[src/rtl/timed_flag_capture_pkg.sv]
// Shared types and sizing helpers for timed_flag_capture and its flush streamer.
// Optional feature macro: TIMED_FLAG_CAPTURE_OVERFLOW_EN (sticky overflow flag on out1).
package timed_flag_capture_pkg;

    // Flush FSM: IDLE waits for run, FETCH reads one word, SEND offers it on the databus.
    typedef enum logic [1:0] {
        IDLE  = 2'd0,
        FETCH = 2'd1,
        SEND  = 2'd2
    } flush_state_t;

    localparam int DEF_ADDR_W = 16;
    localparam int DEF_LEN_W  = 8;

    // Entries in one ping-pong half: the address MSB selects the half.
    function automatic int unsigned half_cap(input int addr_w);
        return 32'd1 << (addr_w - 1);
    endfunction

    // Largest burst the length field can describe (len = beats - 1).
    function automatic int unsigned max_burst(input int len_w);
        return 32'd1 << len_w;
    endfunction

    localparam int unsigned HALF_CAP  = half_cap(DEF_ADDR_W);
    localparam int unsigned MAX_BURST = max_burst(DEF_LEN_W);

endpackage

[src/rtl/flag_flush_streamer.sv]
// Flush streamer: reads the captured half one word at a time (1-cycle read
// latency) and offers each word as one databus write beat.
// Handshake: a beat transfers on a cycle where bus_valid && bus_ready; while
// bus_valid is high the beat (bus_wdata) is held unchanged until accepted.
// The memory port is not re-enabled during SEND, so its output stays stable.
module flag_flush_streamer
    import timed_flag_capture_pkg::*;
#(
    parameter int ADDR_W     = DEF_ADDR_W,
    parameter int AXI_DATA_W = 32,
    parameter int LEN_W      = DEF_LEN_W
) (
    input  logic                  clk,
    input  logic                  rst_n,
    input  logic                  start,
    input  logic                  go,
    input  logic [LEN_W:0]        flush_count,
    input  logic                  read_half,
    input  logic [AXI_DATA_W-1:0] rd_data,
    input  logic                  bus_ready,
    input  logic                  bus_last,
    output logic [ADDR_W-1:0]     rd_addr,
    output logic                  rd_enable,
    output logic                  bus_valid,
    output logic [AXI_DATA_W-1:0] bus_wdata,
    output flush_state_t          state
);

    localparam int IW = ADDR_W - 1;

    flush_state_t   state_next;
    logic [LEN_W:0] idx;
    logic [LEN_W:0] idx_next;
    logic [LEN_W:0] idx_inc;
    logic [IW-1:0]  idx_low;

    assign idx_inc   = idx + (LEN_W+1)'(1);
    assign idx_low   = IW'(idx);
    assign rd_addr   = {read_half, idx_low};
    assign bus_wdata = rd_data;

    // State and beat index registers.
    always_ff @(posedge clk or negedge rst_n) begin
        if (!rst_n) begin
            state <= IDLE;
            idx   <= '0;
        end else begin
            state <= state_next;
            idx   <= idx_next;
        end
    end

    // Next state, read enable and beat valid; a start pulse restarts the flush.
    always_comb begin
        state_next = state;
        idx_next   = idx;
        rd_enable  = 1'b0;
        bus_valid  = 1'b0;
        case (state)
            FETCH: begin
                rd_enable  = 1'b1;
                state_next = SEND;
            end
            SEND: begin
                bus_valid = 1'b1;
                if (bus_ready) begin
                    idx_next   = idx_inc;
                    state_next = (bus_last || (idx_inc == flush_count)) ? IDLE : FETCH;
                end
            end
            default: begin
            end
        endcase
        if (start) begin
            idx_next   = '0;
            state_next = go ? FETCH : IDLE;
        end
    end

endmodule

[src/rtl/timed_flag_capture.sv]
// Timestamps every event cycle into one ping-pong half while running, and on
// the next run burst-writes that half to external memory.
// Optional feature macro: TIMED_FLAG_CAPTURE_OVERFLOW_EN (sticky overflow on out1).
module timed_flag_capture
    import timed_flag_capture_pkg::*;
#(
    parameter int SIZE_W     = 16,
    parameter int ADDR_W     = DEF_ADDR_W,
    parameter int AXI_ADDR_W = 32,
    parameter int AXI_DATA_W = 32,
    parameter int LEN_W      = DEF_LEN_W
) (
    input  logic                    clk,
    input  logic                    rst,
    input  logic                    running,
    input  logic                    run,
    output logic                    done,
    output logic                    databus_valid_0,
    input  logic                    databus_ready_0,
    output logic [AXI_ADDR_W-1:0]   databus_addr_0,
    output logic [AXI_DATA_W-1:0]   databus_wdata_0,
    output logic [AXI_DATA_W/8-1:0] databus_wstrb_0,
    output logic [LEN_W-1:0]        databus_len_0,
    input  logic [AXI_DATA_W-1:0]   databus_rdata_0,
    input  logic                    databus_last_0,
    output logic [ADDR_W-1:0]       ext_dp_addr_0_port_0,
    output logic [AXI_DATA_W-1:0]   ext_dp_out_0_port_0,
    input  logic [AXI_DATA_W-1:0]   ext_dp_in_0_port_0,
    output logic                    ext_dp_enable_0_port_0,
    output logic                    ext_dp_write_0_port_0,
    output logic [ADDR_W-1:0]       ext_dp_addr_0_port_1,
    output logic [AXI_DATA_W-1:0]   ext_dp_out_0_port_1,
    input  logic [AXI_DATA_W-1:0]   ext_dp_in_0_port_1,
    output logic                    ext_dp_enable_0_port_1,
    output logic                    ext_dp_write_0_port_1,
    input  logic [AXI_ADDR_W-1:0]   ext_addr,
    input  logic                    disabled,
    input  logic [31:0]             delay0,
    input  logic [31:0]             in0,
    output logic [31:0]             out0,
    output logic [31:0]             out1
);

    localparam int unsigned HALF = half_cap(ADDR_W);
    localparam int unsigned MAXB = max_burst(LEN_W);

    logic           ping_pong;
    logic [31:0]    cap_count;
    logic [31:0]    cycle;
    logic [31:0]    delay;
    logic [LEN_W:0] flush_count;
    logic [LEN_W:0] flush_count_next;
    logic [LEN_W:0] len_full;
    logic           capture_ok;
    logic           full;
    logic           capture_fire;
    logic           go;
    flush_state_t   fsm_state;
    logic           unused_ok;

    // An event counts only once the start delay has elapsed; run cycles never capture.
    assign capture_ok   = running && !run && (delay == 32'd0) && (in0 != 32'd0) && !disabled;
    assign full         = (cap_count == HALF);
    assign capture_fire = capture_ok && !full;

    assign flush_count_next = (cap_count > MAXB) ? (LEN_W+1)'(MAXB) : (LEN_W+1)'(cap_count);
    assign go               = (flush_count_next != '0) && !disabled;

    assign ext_dp_addr_0_port_0   = {ping_pong, cap_count[ADDR_W-2:0]};
    assign ext_dp_out_0_port_0    = AXI_DATA_W'(cycle[SIZE_W-1:0]);
    assign ext_dp_enable_0_port_0 = capture_fire;
    assign ext_dp_write_0_port_0  = capture_fire;
    assign ext_dp_out_0_port_1    = '0;
    assign ext_dp_write_0_port_1  = 1'b0;

    assign len_full        = flush_count - (LEN_W+1)'(1);
    assign databus_len_0   = len_full[LEN_W-1:0];
    assign databus_wstrb_0 = '1;

    assign done = !running || disabled || ((fsm_state == IDLE) && !databus_valid_0);

    assign unused_ok = ^{databus_rdata_0, ext_dp_in_0_port_0, len_full[LEN_W]};

    // Run bookkeeping, start delay, cycle counter and capture count.
    always_ff @(posedge clk or negedge rst) begin
        if (!rst) begin
            ping_pong      <= 1'b0;
            cap_count      <= '0;
            cycle          <= '0;
            delay          <= '0;
            flush_count    <= '0;
            databus_addr_0 <= '0;
            out0           <= '0;
        end else begin
            out0 <= cap_count;
            if (run) begin
                ping_pong      <= ~ping_pong;
                flush_count    <= flush_count_next;
                cap_count      <= '0;
                cycle          <= '0;
                delay          <= delay0;
                databus_addr_0 <= ext_addr;
            end else begin
                if (running) begin
                    if (delay != 32'd0) delay <= delay - 32'd1;
                    else                cycle <= cycle + 32'd1;
                end
                if (capture_fire) cap_count <= cap_count + 32'd1;
            end
        end
    end

`ifdef TIMED_FLAG_CAPTURE_OVERFLOW_EN
    logic overflow;

    // Sticky flag for an event that found the half already full.
    always_ff @(posedge clk or negedge rst) begin
        if (!rst)                    overflow <= 1'b0;
        else if (run)                overflow <= 1'b0;
        else if (capture_ok && full) overflow <= 1'b1;
    end

    assign out1 = {31'b0, overflow};
`else
    assign out1 = '0;
`endif

    flag_flush_streamer #(
        .ADDR_W     (ADDR_W),
        .AXI_DATA_W (AXI_DATA_W),
        .LEN_W      (LEN_W)
    ) u_streamer (
        .clk         (clk),
        .rst_n       (rst),
        .start       (run),
        .go          (go),
        .flush_count (flush_count),
        .read_half   (~ping_pong),
        .rd_data     (ext_dp_in_0_port_1),
        .bus_ready   (databus_ready_0),
        .bus_last    (databus_last_0),
        .rd_addr     (ext_dp_addr_0_port_1),
        .rd_enable   (ext_dp_enable_0_port_1),
        .bus_valid   (databus_valid_0),
        .bus_wdata   (databus_wdata_0),
        .state       (fsm_state)
    );

endmodule
[config.mk]
export PLATFORM = sky130hd
export DESIGN_NAME = timed_flag_capture
export DESIGN_NICKNAME = d
export VERILOG_FILES = /design/src/rtl/timed_flag_capture_pkg.sv /design/src/rtl/flag_flush_streamer.sv /design/src/rtl/timed_flag_capture.sv
export SDC_FILE = /design/constraint.sdc
export NUM_CORES = 1
export LEC_CHECK = 0
export BUFFER_PORTS_ARGS = -buffer_cell sky130_fd_sc_hd__buf_2
export CAP_MARGIN = 40
export CELL_PAD_IN_SITES_DETAIL_PLACEMENT = 0
export CELL_PAD_IN_SITES_GLOBAL_PLACEMENT = 1
export CORE_MARGIN = 4
export CORE_UTILIZATION = 34
export DETAILED_ROUTE_END_ITERATION = 16
export GPL_ROUTABILITY_DRIVEN = 0
export PLACE_DENSITY_LB_ADDON = 0.1
export SYNTH_ARGS = -nofsm -noshare
export SYNTH_HDL_FRONTEND = slang
export SYNTH_HIERARCHICAL = 1
export SYNTH_SLANG_ARGS = --single-unit
[constraint.sdc]
create_clock -name clk -period 5.4 [get_ports clk]
set_clock_uncertainty 0.1 [all_clocks]
set_input_delay 1.62 -clock clk [delete_from_list [all_inputs] [get_ports clk]]
set_output_delay 1.62 -clock clk [all_outputs]
set_load 0.02 [all_outputs]
Word-level counts from Yosys, hierarchy flattened:

Cells that the tools add are included.

* order comparisons: 1
* reduce and logical (&&, ||, !) cells: 30
* mux-type cells: 19
* $add $sub $neg: 5
* equal/unequal tests: 6
* bitwise operators: 1

Operators with widths (count)
* two-way mux 32 bit: 8
* adder 32 x 1 -> 32 bit, second input constant: 2
* nonzero test 32 bit: 2
* two-way mux 9 bit: 4
* == test 32 x 16 -> 1 bit, second input constant: 1
* greater-than comparator 32 x 9 -> 1 bit, second input constant: 1
* zero test 32 bit: 1
* subtractor 32 x 1 -> 32 bit, second input constant: 1
* nonzero test 2 bit: 5
* adder 9 x 1 -> 9 bit, second input constant: 1
* == test 9 bit: 1
* nonzero test 9 bit: 1
* AND reduction 2 bit: 4
* subtractor 8 x 1 -> 8 bit, second input constant: 1
* logical AND 1 bit: 7
* zero test 1 bit: 5
* two-way mux 1 bit: 4
* two-way mux 2 bit: 2
* one-hot mux 2 bit (2 select lines): 1
* logical OR 1 bit: 3
* inequality test 3 bit, second input constant: 1
* nonzero test 3 bit: 1
* == test 2 x 1 -> 1 bit, second input constant: 1
* == test 2 bit, second input constant: 1
* 3 further kinds: 3

* word-level logic and storage cells: 71
* register bits after elaboration: 181

Logic depth before layout (Yosys ltp):

* depth after elaboration: 8
* gate-level depth with buffers: 10

Modules after synthesis:

The synthesis kept the hierarchy.

Modules (own cells, without submodules)
* timed_flag_capture: cells an instance 769, area an instance 7803.7 µm², instances 1
* flag_flush_streamer: cells an instance 130, area an instance 1072.3 µm², instances 1

Worst setup path after synthesis:

OpenSTA, ideal clock, no wires.

* kind: input to output
* start point: input running
* end point: output ext_dp_write_0_port_0
* buffers on the path: 1
* required time: 3.680 ns
* arrival time: 3.707 ns
* setup slack: -0.027 ns
* stages: 5
* path through: or4b_1 > nor4_4 > nand3_1 > nor3_1 > buf_4

* word-level cells in the longest chain between the ends: 5

RTL lines
* start, declared: RTL line timed_flag_capture.sv:15 `input logic running,`
* logical AND 1 bit (4 in a row): RTL line timed_flag_capture.sv:62 `assign capture_ok = running && !run && (delay == 32'd0) && (in0 != 32'd0) && !disabled;`
* logical AND 1 bit: RTL line timed_flag_capture.sv:64 `assign capture_fire = capture_ok && !full;`
* end, declared: RTL line timed_flag_capture.sv:30 `output logic ext_dp_write_0_port_0,`

No other way between the ends.

Worst setup path after layout:

Same ends and word-level chain as after synthesis.

==> results by group <==
Run status
  • Result of the run: finished clean

Pwr
  • Net switching power: 0.8513 mW
  • Part of the power in combinational logic: 11.2%
  • Internal Power: 2.025 mW
  • Proportion of power drawn by flip-flops and latches: 46.1%
  • Clock network power share: 42.6%
  • Power per cell area: 280.8 mW/mm²
  • Switching Fraction: 29.59%
  • Largest voltage drop on the vdd net: 0.1529 mV
  • Reported leakage power: 4.795 nW

Placement
  • Post-detailed-placement cell area: 0.009644 mm²
  • Port-buffer cells: 221
  • Final HPWL from detailed placement: 16,120 µm

Synthesis
  • Async set-reset flop share out of synthesis: 100.0%
  • Instance count of the mapped netlist: 899
  • Mapped Avg Cell Area: 9.873 µm²
  • Synth Flop Type: sky130_fd_sc_hd__dfrtp_1
  • Post-synth top cells: sky130_fd_sc_hd__dfrtp_1, sky130_fd_sc_hd__buf_4, sky130_fd_sc_hd__nor2_1
  • Netlist Area Pre-Place: 0.008876 mm²
  • Number of distinct library cell variants in the gate-level netlist after synthesis: 60
  • Sequential cell area fraction in the yosys report: 46.52%
  • Most frequently used cell type in the post-synthesis netlist: sky130_fd_sc_hd__dfrtp_1
  • Register bit count reported by yosys: 165
  • Area share of the largest cell type after synthesis: 46.52%
  • Number of enable-type register cells in the synthesized netlist: 0
  • Top cells by area, synth: sky130_fd_sc_hd__dfrtp_1, sky130_fd_sc_hd__buf_4, sky130_fd_sc_hd__xnor2_1, sky130_fd_sc_hd__mux2_2, sky130_fd_sc_hd__nor2_1
  • Warnings from Yosys: 6
  • Cell type contributing the most total cell area after synthesis: sky130_fd_sc_hd__dfrtp_1

Worst setup path
  • Worst R2R Start: cap_count[28]
  • Data arrival time of the worst path: 3.27 ns
  • Maximum cell stage delay along the critical path: 0.52 ns
  • Worst path slowest cell: sky130_fd_sc_hd__or4b_1
  • Path depth of the worst reg2reg path: 9
  • Critical Path Sink Type: output port
  • Cells along the critical path: buf_2 > or4b_1 > nor4_4 > nand3_1 > nor3_2 > buf_2
  • Worst reg2reg endpoint: u_streamer/state[0]
  • Critical path startpoint category: input port
  • Worst Path Max Fanout: 5
  • Most numerous cell on the critical path: sky130_fd_sc_hd__buf_2
  • WS Path Type: in -> out
  • Worst reg2reg setup slack: 1.95 ns
  • Required time of the worst setup path: 3.68 ns

Clock network
  • Number of cells upsized or downsized after cts: 0
  • Post-CTS setup-driven buffer insertion count: 0
  • H-tree levels: 4
  • Hold buffer count at cts: 0
  • Maximum number of buffers from clock root to sink: 2
  • Clock latency of the later-clocked register in the worst-skew pair: 0.44 ns
  • Inserted Clock Buffers: 17
  • Clock tree from TritonCTS: built
  • Sinks on the clock net: 165
  • Root Driver: sky130_fd_sc_hd__clkbuf_16
  • Worst-path clk slew: 0.08 ns

Worst hold path
  • HP Class: reg -> reg
  • Hold path startpoint: cap_count[31]
  • Worst-case hold path end point: out0[31]
  • Number of stages on the worst hold path: 0

Global route
  • Remaining global-route overflow: 0
  • Pin count of the biggest net entering global routing: 81
  • GRT Total Usage: 15.48%
  • Via count of the first global-routing pass: 6,569
  • Global-route wire length before repair: 35,780 µm
  • Antenna violations before repair: 1

Floorplan
  • Die Wd: 169.6 µm
  • Initial Util: 34.95%
  • Vertical die dimension: 169.6 µm
  • Area inside the core boundary: 0.02540 mm²
  • IO Count: 441
  • Die Outline Area: 0.02876 mm²
  • Cell row count: 58

Final layout
  • Layout cell share with drive strength beyond 1: 29.83%
  • # fillers: 2,584
  • Layout net count: 1,268
  • Antenna Cells: 0
  • Area overhead of the layout relative to synthesis: 15.42%
  • Final cell area excluding filler cells: 0.01024 mm²

Routing
  • Starting DRC count in detailed routing: 371
  • Via-to-Cell Ratio: 4.587
  • First drt pass iteration count: 5
  • Detailed Route WL: 22,610 µm
  • DR WL/cell: 16.08 µm
  • Via count of the routed design: 6,450
  • Detailed-route DRC error count: 0
  • Remaining antenna violation count: 0

STA
  • Shortest period the worst path allows: 4.990 ns
  • Unrepaired setup endpoints after global routing: false
  • Final number of max-transition violations: 0
  • Post-route fraction of the period consumed by the critical path: 92.40%
  • Tightest Pin Transition: 0.8581 ns
  • Highest achievable clock rate: 200.4 MHz
  • Final count of negative-setup-slack endpoints: 0
  • Final hold viol count: 0
  • Remaining max-slew budget at the tightest pin: 42.79%
  • Setup TNS Final: 0 ns

Job
  • Maximum Capacitance Violations: 0
[cell families after synthesis]
kind of cell | share of synthesized area (%)
flip-flops | 46.52
multiplexers | 5.047
AO/OA/AOI/OAI | 5.554
other | 0.1269
AND/OR/NAND/NOR | 18.45
buffers and inverters | 14.58
XOR/XNOR | 8.881
adder cells (fa/ha/maj) | 0.8458
[final cells by class]
class,count,area (µm²),share of cell area [%]
Timing Repair Buffer,232,1210,11.81
Multi-Input combinational cell,621,3795,37.04
Clock inverter,15,175.2,1.710
Tap cell,330,412.9,4.030
Inverter,26,97.59,0.9526
Sequential cell,165,4129,40.30
Clock buffer,17,425.4,4.152
[metal layers]
| metal | GRT usage [%] | routed length [µm] | vias up | share of wire [%] |
|---|---|---|---|---|
| li1 | - | - | 3166 | - |
| met1 | 20.39 | 9893 | 3029 | 44 |
| met2 | 25.30 | 10650 | 224 | 47 |
| met3 | 3.541 | 1600 | 29 | 7.1 |
| met4 | 5.110 | 458 | 2 | 2.0 |
| met5 | 0 | 13 | - | 0.057 |
[sequential cells by signal (all words and copies together) (netlist names)]
name / cells
ping_pong: 1
flush_count: 9
u_streamer/state: 2
delay: 32
u_streamer/idx: 9
cycle: 16
cap_count: 32
out0: 32
databus_addr_0: 32
[cells in the final DEF (no fill, tap or decap), types with 11 or more instances in the layout]
cell                        count
sky130_fd_sc_hd__inv_1         26
sky130_fd_sc_hd__nand2_1       63
sky130_fd_sc_hd__nor4_1        26
sky130_fd_sc_hd__conb_1        91
sky130_fd_sc_hd__buf_4         11
sky130_fd_sc_hd__nand4_1       16
sky130_fd_sc_hd__xor2_1        27
sky130_fd_sc_hd__nor3_1        45
sky130_fd_sc_hd__a21oi_1       16
sky130_fd_sc_hd__o21ai_0       39
sky130_fd_sc_hd__nand3_1       27
sky130_fd_sc_hd__or3_1         11
sky130_fd_sc_hd__nor2_1        80
sky130_fd_sc_hd__clkbuf_16     17
sky130_fd_sc_hd__mux2_2        37
sky130_fd_sc_hd__xnor2_1       63
sky130_fd_sc_hd__dfrtp_1      165
sky130_fd_sc_hd__buf_2        219
[power by group through the flow]
stage | clock (mW) | combinational (mW) | sequential (mW)
2_1_floorplan | 0 | 0.268 | 1.38
5_1_grt | 1.33 | 0.358 | 1.34
6_report | 1.23 | 0.323 | 1.33
4_1_cts | 1.28 | 0.328 | 1.33
3_3_place_gp | 0 | 0.326 | 1.35
3_5_place_dp | 0 | 0.327 | 1.35
[worst max path at each step]
stage / cells after the start / start / slack [ns] / to
after detailed placement: 6 / running / 0.37 / ext_dp_write_0_port_0
after global placement: 6 / running / 0.37 / ext_dp_write_0_port_0
after floorplan: 5 / running / 0.23 / ext_dp_write_0_port_0
after CTS: 6 / running / 0.37 / ext_dp_write_0_port_0
final: 6 / running / 0.41 / ext_dp_write_0_port_0
after global routing: 6 / running / 0.26 / ext_dp_write_0_port_0
[stage by stage]
stage	power [mW]	util (%)	cells	hold WS (ns)	setup WS [ns]
finish	2.876	40.34	1406	0.3225	0.4102
global route	3.025	40.34	1406	0.3360	0.2623
CTS	2.932	40.34	1406	0.3304	0.3671
detailed placement	1.678	37.97	1374	0.3255	0.3667
global placement	1.676	37.97	1374	0.3194	0.3735
floorplan	1.644	-	987	0.2519	0.2289
[worst max-delay path, delay by kind of cell]
| kind | cells | cell delay (ns) |
|---|---|---|
| AND/OR/NAND/NOR | 4 | 1.25 |
| buffers and inverters | 2 | 0.39 |
Note: power is estimated with default switching activity, not from simulation.
